**config.mk**
```make
export PLATFORM = sky130hd
export DESIGN_NAME = encoder_8x3_seq
export DESIGN_NICKNAME = d
export VERILOG_FILES = /design/src/rtl/encoder_8x3_seq.sv
export SDC_FILE = /design/constraint.sdc
export NUM_CORES = 1
export LEC_CHECK = 0
export CAP_MARGIN = 5
export CORE_MARGIN = 1.5
export CORE_UTILIZATION = 49
export CTS_CLUSTER_SIZE = 25
export DETAILED_ROUTE_END_ITERATION = 16
export HOLD_SLACK_MARGIN = 0.08
export PLACE_DENSITY = 0.81
export SLEW_MARGIN = 20
export SYNTH_ARGS = -nofsm -noshare
export SYNTH_HDL_FRONTEND = slang
export SYNTH_SLANG_ARGS = --single-unit
```
**constraint.sdc**
```tcl
create_clock -name clk -period 3 [get_ports clk]
set_clock_uncertainty 0.05 [all_clocks]
set_input_delay 0.3 -clock clk [delete_from_list [all_inputs] [get_ports clk]]
set_output_delay 0.3 -clock clk [all_outputs]
set_load 0.01 [all_outputs]
```
**src/rtl/encoder_8x3_seq.sv**
```systemverilog
// Sequential 8-to-3 encoder: sticky pending register of request lines, one binary
// index per valid/ready transfer, fixed-priority or round-robin selection.
module encoder_8x3_seq #(
    parameter int RR_MODE = 0,
    parameter int CNT_W   = 8
) (
    input  logic             clk,
    input  logic             rst,
    input  logic [7:0]       req,
    input  logic             ready,
    output logic [2:0]       code,
    output logic             valid,
    output logic [7:0]       pending,
    output logic             busy,
    output logic [CNT_W-1:0] merge_cnt
);

    typedef enum logic [0:0] {
        IDLE = 1'b0,
        HOLD = 1'b1
    } state_t;

    state_t           state, state_next;
    logic [2:0]       last, last_next;
    logic [2:0]       code_next;
    logic [7:0]       pending_next;
    logic [7:0]       clr_mask;
    logic [CNT_W-1:0] merge_cnt_next;
    logic [2:0]       sel;
    logic [2:0]       base;
    logic [2:0]       idx;
    logic             found;
    logic             load;
    logic             merge_hit;

    assign valid = (state == HOLD);

    // Scan starts at index 0 for fixed priority, or one past the last grant for round robin.
    always_comb begin
        sel   = '0;
        found = 1'b0;
        idx   = '0;
        base  = (RR_MODE != 0) ? 3'(last + 3'd1) : 3'd0;
        for (int i = 0; i < 8; i++) begin
            idx = 3'(base + 3'(i));
            if (!found && pending[idx]) begin
                sel   = idx;
                found = 1'b1;
            end
        end
    end

    always_comb begin
        // NOTE: every output of this block gets a default first so no latch is inferred.
        state_next     = state;
        code_next      = code;
        last_next      = last;
        merge_cnt_next = merge_cnt;
        load           = 1'b0;
        clr_mask       = '0;

        case (state)
            IDLE: begin
                if (found) begin
                    load       = 1'b1;
                    state_next = HOLD;
                end
            end
            HOLD: begin
                if (ready) begin
                    if (found) load = 1'b1;
                    else       state_next = IDLE;
                end
            end
            default: state_next = IDLE;
        endcase

        if (load) begin
            code_next = sel;
            last_next = sel;
            clr_mask  = 8'(1) << sel;
        end

        // A request on the bit being cleared re-sets it, so the source is served again.
        pending_next = (pending & ~clr_mask) | req;
        merge_hit    = |(req & pending & ~clr_mask);
        if (merge_hit && !(&merge_cnt))
            merge_cnt_next = merge_cnt + CNT_W'(1);
    end

    always_ff @(posedge clk) begin
        if (rst) begin
            state     <= IDLE;
            pending   <= '0;
            code      <= '0;
            last      <= 3'd7;
            merge_cnt <= '0;
            busy      <= 1'b0;
        end else begin
            state     <= state_next;
            pending   <= pending_next;
            code      <= code_next;
            last      <= last_next;
            merge_cnt <= merge_cnt_next;
            busy      <= (|pending_next) || (state_next == HOLD);
        end
    end

endmodule

```
==> impl_metrics.ini, run 1 <==
[global_route]
grt_pass1_vias = 1011
gr-total-overflow = 0
grt_pass1_wl_mm = 4.27
grt_start_max_net_pins = 25
gr-usage-all-layers = 0.218
antenna_found_initial = 0

[clock_tree]
cts_tree = yes
cts_max_level = 1
hold_buffers = 0
cts_max_path_buffers = 2
cts_sinks = 21
postCtsSetupBuffers = 0
clk_pin_slew_ns = 0.12
cts_root_buf = clkbuf_4
clk-insertion-delay-late_ns = 0.31
cts_made_buffers = 3
cts_resized = 0

[power_and_ir_drop]
power_density_mw_per_mm2 = 439
ir_drop_mv = 0.309
power_leakage_nw = 0.526

[synth]
synth_fa_ha_area_frac = 0.0118
synth_compound_area_frac = 0.240
synth_simple_gate_area_share = 0.297
avgSynthCellArea_sq_um = 8.59
synth_top_family_by_area = simple AND/OR/NAND/NOR gates
ys_ff_latch = 21
synth_nets = 136
synth_mux_area_frac = 0.0341
syn_area_sq_mm = 0.00106
ys_seq_area_frac = 0.395
ys_warn_count = 0
synth_xor_area_frac = 0
syn_inst = 124
yosys.cell_types.count = 44

[sta]
maxSlewViolCount = 0
setup-tns-final_ns = 0
rsz0062_at_grt = false
final.period_utilization = 0.764
hold_viol = 0
fmax_mhz = 436
slew_headroom = 0.453
setup_violations = 0
tightestPinTransition_ns = 0.819
period_minus_slack_ns = 2.29

[place]
post-place-cells = 179
hpwl_mm = 1.92
placed_area_sq_mm = 0.00140
io_buffers = 31
gp_congestion = 0.893

[setup_path]
crit_required_ns = 3.16
crit_path_max_fanout = 7
startpoint_type = flop
r2r_cells = 6
crit_type = flop to flop
arrival_ns = 2.46
end_kind = flop

[drt]
ant_nets = 0
vias_per_cell = 5.98
dr.pass1.iters = 4
first_iter_violations = 41
routedWlPerCell_microns = 13.8
drt_wl_total_mm = 2.52
drc = 0
routed-via-count = 1095

[die]
start_util = 0.532
io_pins = 32
fp.dieH_microns = 49.6
coreArea_sq_mm = 0.00200
fp-row-count = 16
fp.dieW_microns = 49.6
dieArea_sq_mm = 0.00246

[final_layout]
diodes = 0
area_growth_pct = 33.7
fillers = 160
fin_cells = 183
drive_gt1_frac = 0.0962
utilization = 0.711
fin_area_sq_mm = 0.00142
nets = 169

[outcome]
outcome = complete, no violations

[hold_path]
min_path_type = flop to flop
hold-path-cell-count = 2

[flow_run]
drv_cap = 0
-- routing by layer --
layer,wire length (microns),up-vias,track usage
li1,-,524,-
met5,0,-,0
met3,196,7,0.0394
met2,1200,59,0.362
met1,1080,505,0.284
met4,44,0,0.0741
-- worst paths after layout --
kind | start | to | slack [ns]
hold reg to reg | code[2] | code[2] | 0.46
setup / recovery | pending[4] | merge_cnt[5] | 0.71
hold / removal | code[2] | code[2] | 0.46
setup reg to reg | pending[4] | merge_cnt[5] | 0.71
-- state kept, by name (all words and copies together) (netlist names) --
| signal | cells |
|---|---|
| merge_cnt | 8 |
| pending | 8 |
| code | 3 |
| busy | 1 |
| valid | 1 |
-- power breakdown --
part | switching [mW] | internal (mW) | leakage (nW)
clock | 0.0914 | 0.0499 | 0.0177
sequential | 0.0257 | 0.299 | 0.174
combinational | 0.0737 | 0.0854 | 0.335
-- cell usage in the layout, fill, tap and decap left out, types with 3 or more instances in the layout --
master	instances
nor2_1	20
nand2_1	7
a311oi_1	3
a21oi_1	14
or4_1	3
nand2b_1	3
dfxtp_1	21
nor3_1	4
inv_1	3
clkdlybuf4s50_1	31
nand3_1	4
nor2b_1	5
clkbuf_4	3
-- cell type report --
| cell class | count | area (sq um) | share of cell area |
|---|---|---|---|
| Sequential cell | 21 | 420 | 0.295 |
| Multi-Input combinational cell | 97 | 621 | 0.436 |
| Clock inverter | 1 | 5.00 | 0.00351 |
| Timing Repair Buffer | 31 | 310 | 0.218 |
| Tap cell | 27 | 33.8 | 0.0237 |
| Clock buffer | 3 | 22.5 | 0.0158 |
| Inverter | 3 | 11.3 | 0.00791 |
-- stage by stage --
stage,hold slack (ns),total power [mW],setup WS (ns)
2_1_floorplan,0.367,0.416,0.932
3_3_place_gp,0.438,0.486,0.600
3_5_place_dp,0.441,0.490,0.471
4_1_cts,0.458,0.624,0.735
5_1_grt,0.491,0.654,0.576
6_report,0.455,0.625,0.707
-- worst max-delay path: stages, from the launching register on --
cell and delay (ns):
dfxtp_1 0.41, or2b_1 0.25, a221oi_1 0.50, o22ai_2 0.22
nor3_4 0.36, nor4_2 0.10, mux2_1 0.31
-- synth_stat cells, drive strengths merged --
cell type  instances  area share
or2                1      0.0059
inv                3       0.011
o31ai              1      0.0071
mux2               2       0.025
a311oi             3       0.025
o41ai              1      0.0082
a22o               2       0.016
o311a              1      0.0094
ha                 1       0.012
nor2              20       0.071
nand2b             3       0.018
o211ai             1      0.0071
nor4               2       0.018
nor2b              5       0.029
or3                2       0.013
a2111oi            1      0.0082
o21bai             1      0.0071
mux2i              1      0.0094
o21ai              2      0.0094
buf                1      0.0047
o32ai              1      0.0082
nor3               6       0.043
clkbuf             2      0.0071
nand3              4       0.019
o22ai              1       0.012
dfxtp             21        0.39
a211oi             1      0.0071
a21oi             15       0.074
o2111ai            1       0.014
and2               1      0.0059
a32o               1       0.011
a221oi             1      0.0082
nand2              7       0.025
or2b               1      0.0071
and3               2       0.012
or4                4       0.032
a41oi              1      0.0082
-- cell families after synthesis --
kind of cell / count (synthesis)
DFF: 21
buffers and inverters: 6
adders and majority gates: 1
AOI/OAI and AO/OA: 35
muxes: 3
and+or+nand+nor: 58
No activity file was read; power rests on OpenSTA's default activity.
==> inputs of run 2 (changes only) <==
Settings changed: CORE_UTILIZATION 49 to 41, PLACE_DENSITY 0.81 to 0.72.
Clock period 3 ns to 1.95 ns, I/O delays scaled along.
==> run 2 against run 1 <==
  * The flow now finishes with violations (setup timing)
  * Non-clock buffer count grew 24
  * Utilization shrank 2.5 points
  * Worst hold slack gained 0.011 ns
  * Wire length grew 16%
  * Worst setup slack lost 0.81 ns
  * Register-to-register slack lost 0.81 ns
==> impl_metrics.ini, run 2 (synthesis results as in run 1) <==
[place]
hpwl_mm = 2.19
post-place-cells = 205
gp_congestion = 0.785
post-place-ws_ns = -0.456
io_buffers = 31

[sta]
final.period_utilization = 1.06
tightestPinTransition_ns = 0.494
setup_violations = 6
period_minus_slack_ns = 2.06
maxSlewViolCount = 0
fmax_mhz = 486
fin_ws_ns = -0.108
slew_headroom = 0.662
rsz0062_at_grt = true
hold_viol = 0

[clock_tree]
clk-insertion-delay-late_ns = 0.31
cts_made_buffers = 3
cts_root_buf = clkbuf_4
cts_max_path_buffers = 2
hold_buffers = 0
cts_tree = yes
clk_pin_slew_ns = 0.13
cts_max_level = 1
cts_sinks = 21

[final_layout]
reg_top3 = merge_cnt x8, pending x8, code x3
final_common_cell = clkdlybuf4s50_1
nets = 193
diodes = 0
utilization = 0.686
fin_cells = 210
drive_gt1_frac = 0.283
final_cell_mix = clkdlybuf4s50_1, buf_4, nor2_1
area_growth_pct = 59.6

[global_route]
gr-total-overflow = 0
gr-usage-all-layers = 0.224
grt_pass1_wl_mm = 4.64
grt_start_max_net_pins = 14
grt_pass1_vias = 1048
antenna_found_initial = 0

[flow_run]
drv_cap = 0

[drt]
first_iter_violations = 28
dr.pass1.iters = 4
drt_wl_total_mm = 2.92
vias_per_cell = 5.59
routed-via-count = 1174
drc = 0
routedWlPerCell_microns = 13.9
ant_nets = 0

[die]
fp-row-count = 18
fp.dieW_microns = 54.0
coreArea_sq_mm = 0.00248
io_pins = 32
fp.dieH_microns = 54.0
dieArea_sq_mm = 0.00291
start_util = 0.430

[setup_path]
end_kind = flop
slowest_delay_ns = 0.56
arrival_ns = 2.22
crit_top_cell = nor3_4
critical_path_buf_inv_count = 0
crit_path_max_fanout = 6
path_cells = or4_4 -> nor3_4 -> o22ai_4 -> nor3_4 -> nor4_2 -> mux2_1
startpoint_type = flop
crit_type = flop to flop
slowest_stage = or4_4
crit_family = simple AND/OR/NAND/NOR gates
crit_required_ns = 2.12

[outcome]
violations = setup timing
outcome = finished, violations left

[power_and_ir_drop]
ir_drop_mv = 0.513
power_density_mw_per_mm2 = 618
power_leakage_nw = 0.663
total_power_mw = 1.05

[hold_path]
min_path_type = input pin to flop
[run 2: what timing repair did]
action,CTS,global route
pin swaps,10,1
resized for setup,7,3
setup buffers,1,0
setup endpoints to repair,7,6
[run 2: path summary, 6_finish.rpt]
check	to	startpoint	slack, ns	cells after the start
hold reg to reg	code[2]	code[2]	0.47	2
setup reg to reg	merge_cnt[5]	pending[2]	-0.11	6
hold / removal	pending[1]	req[1]	0.47	3
setup / recovery	merge_cnt[5]	pending[2]	-0.11	6
[run 2: where the power goes]
group	leakage, nW	internal (mW)	total [mW]	switching, mW
logic	0.470	0.183	0.335	0.151
clock network	0.0183	0.0797	0.227	0.147
registers	0.175	0.461	0.489	0.0286
[run 2: worst min-delay path, cell delays in order]
cell and delay [ns]:
clkdlybuf4s50_1 0.45, nor2_1 0.12, nor2_1 0.04
[run 2: per-stage QoR]
stage               instance area (sq um)  TNS [ns]  hold WS [ns]
detailed placement                   1600     -2.95         0.453
global route                         1700    -0.717         0.459
CTS                                  1680    -0.397         0.460
floorplan                            1090         0         0.261
global placement                     1600     -2.36         0.439
finish                               1700    -0.450         0.466
[run 2: area by class of cell]
class | instances | area (sq um)
inverters | 3 | 11.3
flip-flops and latches | 21 | 428
multi-input cells | 97 | 703
clock inverters | 1 | 6.26
well taps | 30 | 37.5
fillers | 208 | 778
repair buffers | 55 | 490
clock buffers | 3 | 22.5
[run 2: per-layer routing]
metal / global-route usage / wire, microns
met1: 0.277 / 1230
met2: 0.368 / 1460
met3: 0.0667 / 180
met4: 0.0726 / 42
met5: 0 / 0
==> inputs of run 3 (changes only) <==
Settings changed: CORE_UTILIZATION 41 to 54, DONT_BUFFER_PORTS set to 1, PLACE_DENSITY 0.72 to 0.7.
==> run 3 against run 2 <==
  * The flow still finishes with violations (setup timing)
  * Highest routed layer unchanged
  * Final area fell by 12%
  * Clock power shrank 7%
  * Global-route usage rose by 5.2 points
  * Sequential power is 4.1% higher
  * Wire length rose by 0.38%
  * Via count fell by 4.5%
  * Non-clock buffer count decreased by 16
  * Die area down 23%
==> impl_metrics.ini, run 3 (synthesis results as in run 1) <==
[die]
start_util = 0.597
coreArea_sq_mm = 0.00178
fp.dieW_microns = 47.4
fp.dieH_microns = 47.4
dieArea_sq_mm = 0.00225
fp-row-count = 15
io_pins = 32

[clock_tree]
cts_made_buffers = 3
cts_sinks = 21
cts_root_buf = clkbuf_4
cts_max_path_buffers = 2
clk_pin_slew_ns = 0.12
cts_max_level = 1
cts_tree = yes
clk-insertion-delay-late_ns = 0.30

[sta]
fin_ws_ns = -0.0318
fmax_mhz = 505
rsz0062_at_grt = true
holdWs_ns = 0.0852
hold_viol = 0
tightestPinTransition_ns = 0.757
period_minus_slack_ns = 1.98
slew_headroom = 0.482
final.period_utilization = 1.02
maxSlewViolCount = 0
setup_violations = 3

[setup_path]
crit_type = flop to flop
path_cells = nor4_4 -> nand3_1 -> a32o_2 -> o311a_1 -> a21oi_1 -> a311oi_1
slowest_stage = o311a_1
slowest_delay_ns = 0.43
worstReg2RegStart = pending[3]
startpoint_type = flop
crit_path_max_fanout = 6
crit_required_ns = 2.08
arrival_ns = 2.11
end_kind = flop
startpoint = pending[3]

[drt]
routedWlPerCell_microns = 15.5
vias_per_cell = 5.93
drt_wl_total_mm = 2.93
ant_nets = 0
routed-via-count = 1121
dr.pass1.iters = 4
first_iter_violations = 39
drc = 0

[final_layout]
diodes = 0
nets = 177
reg_top3 = merge_cnt x8, pending x8, code x3
area_growth_pct = 41.1
drive_gt1_frac = 0.305
final_common_cell = buf_4
utilization = 0.843
final_cell_mix = buf_4, nor2_1, dfxtp_1, dlygate4sd3_1, a21oi_1

[global_route]
antenna_found_initial = 0
gr-total-overflow = 0
grt_start_max_net_pins = 25
grt_pass1_vias = 988
grt_pass1_wl_mm = 4.31
gr-usage-all-layers = 0.276

[power_and_ir_drop]
power_leakage_nw = 0.614
ir_drop_mv = 0.520
power_density_mw_per_mm2 = 654

[place]
gp_congestion = 0.767
io_buffers = 0
hpwl_mm = 2.02

[hold_path]
min-delay-start = rst
min_path_type = input pin to flop

[flow_run]
drv_cap = 0

[outcome]
violations = setup timing
outcome = finished, violations left
==> run 3: cell types whose count changed in the layout (fill, tap and decap cells not counted), sizes merged <==
cell           before  now
clkdlybuf4s50      31    0
buf                24   23
dlygate4sd3         0   16
clkinv              0    1
inv                 4    3
==> run 3: critical path, delay by kind of cell (launching register included) <==
family | cells | cell delay (ns)
AOI/OAI and AO/OA | 4 | 0.95
DFF | 1 | 0.38
and+or+nand+nor | 2 | 0.47
==> run 3: through the flow <==
| stage | total power [mW] | instances | TNS [ns] | worst slack [ns] | instance area (sq um) |
|---|---|---|---|---|---|
| finish | 0.982 | 189 | -0.0622 | -0.0318 | 1500 |
| floorplan | 0.649 | 124 | 0 | 0.00243 | 1090 |
| detailed placement | 0.723 | 166 | -0.640 | -0.145 | 1260 |
| CTS | 0.972 | 183 | -0.0220 | -0.0220 | 1420 |
| global route | 1.03 | 189 | -0.792 | -0.124 | 1500 |
| global placement | 0.716 | 166 | -0.353 | -0.0975 | 1260 |
==> run 3: repair_timing <==
item                                   4_1_cts  5_1_grt
hold buffers                                11        5
resized for setup                            2        6
setup endpoints to repair                    6       12
setup buffers                                2        1
pin swaps                                    2        3
endpoints found under the hold margin       20       11
==> run 3: report_power, final <==
part,leakage (nW),switching [mW],total (mW),internal (mW)
Sequential,0.175,0.0487,0.509,0.461
Combinational,0.421,0.114,0.264,0.149
Clock,0.0177,0.133,0.210,0.0764
Total,0.614,0.296,0.982,0.686
==> run 3: layer usage <==
layer	global-route usage	up-vias	share of wire
met5	0	-	0
met4	0.106	0	0.0096
met3	0.0692	4	0.063
met2	0.411	45	0.46
met1	0.381	526	0.46
li1	-	546	-
==> run 3: cell type report <==
cell class	count	area [sq um]
timing repair buffer	39	333
sequential	21	432
clock inverter	1	5.00
inverter	3	11.3
tap	25	31.3
clock buffer	3	22.5
fill	104	280
multi-input combinational	97	668
==> run 3: final timing paths <==
| check | endpoint | slack, ns | cells after the start |
|---|---|---|---|
| worst min register to register | code[0] | 0.51 | 2 |
| worst max register to register | merge_cnt[6] | -0.03 | 6 |
| worst max-delay path | merge_cnt[6] | -0.03 | 6 |
| worst min-delay path | merge_cnt[0] | 0.09 | 2 |
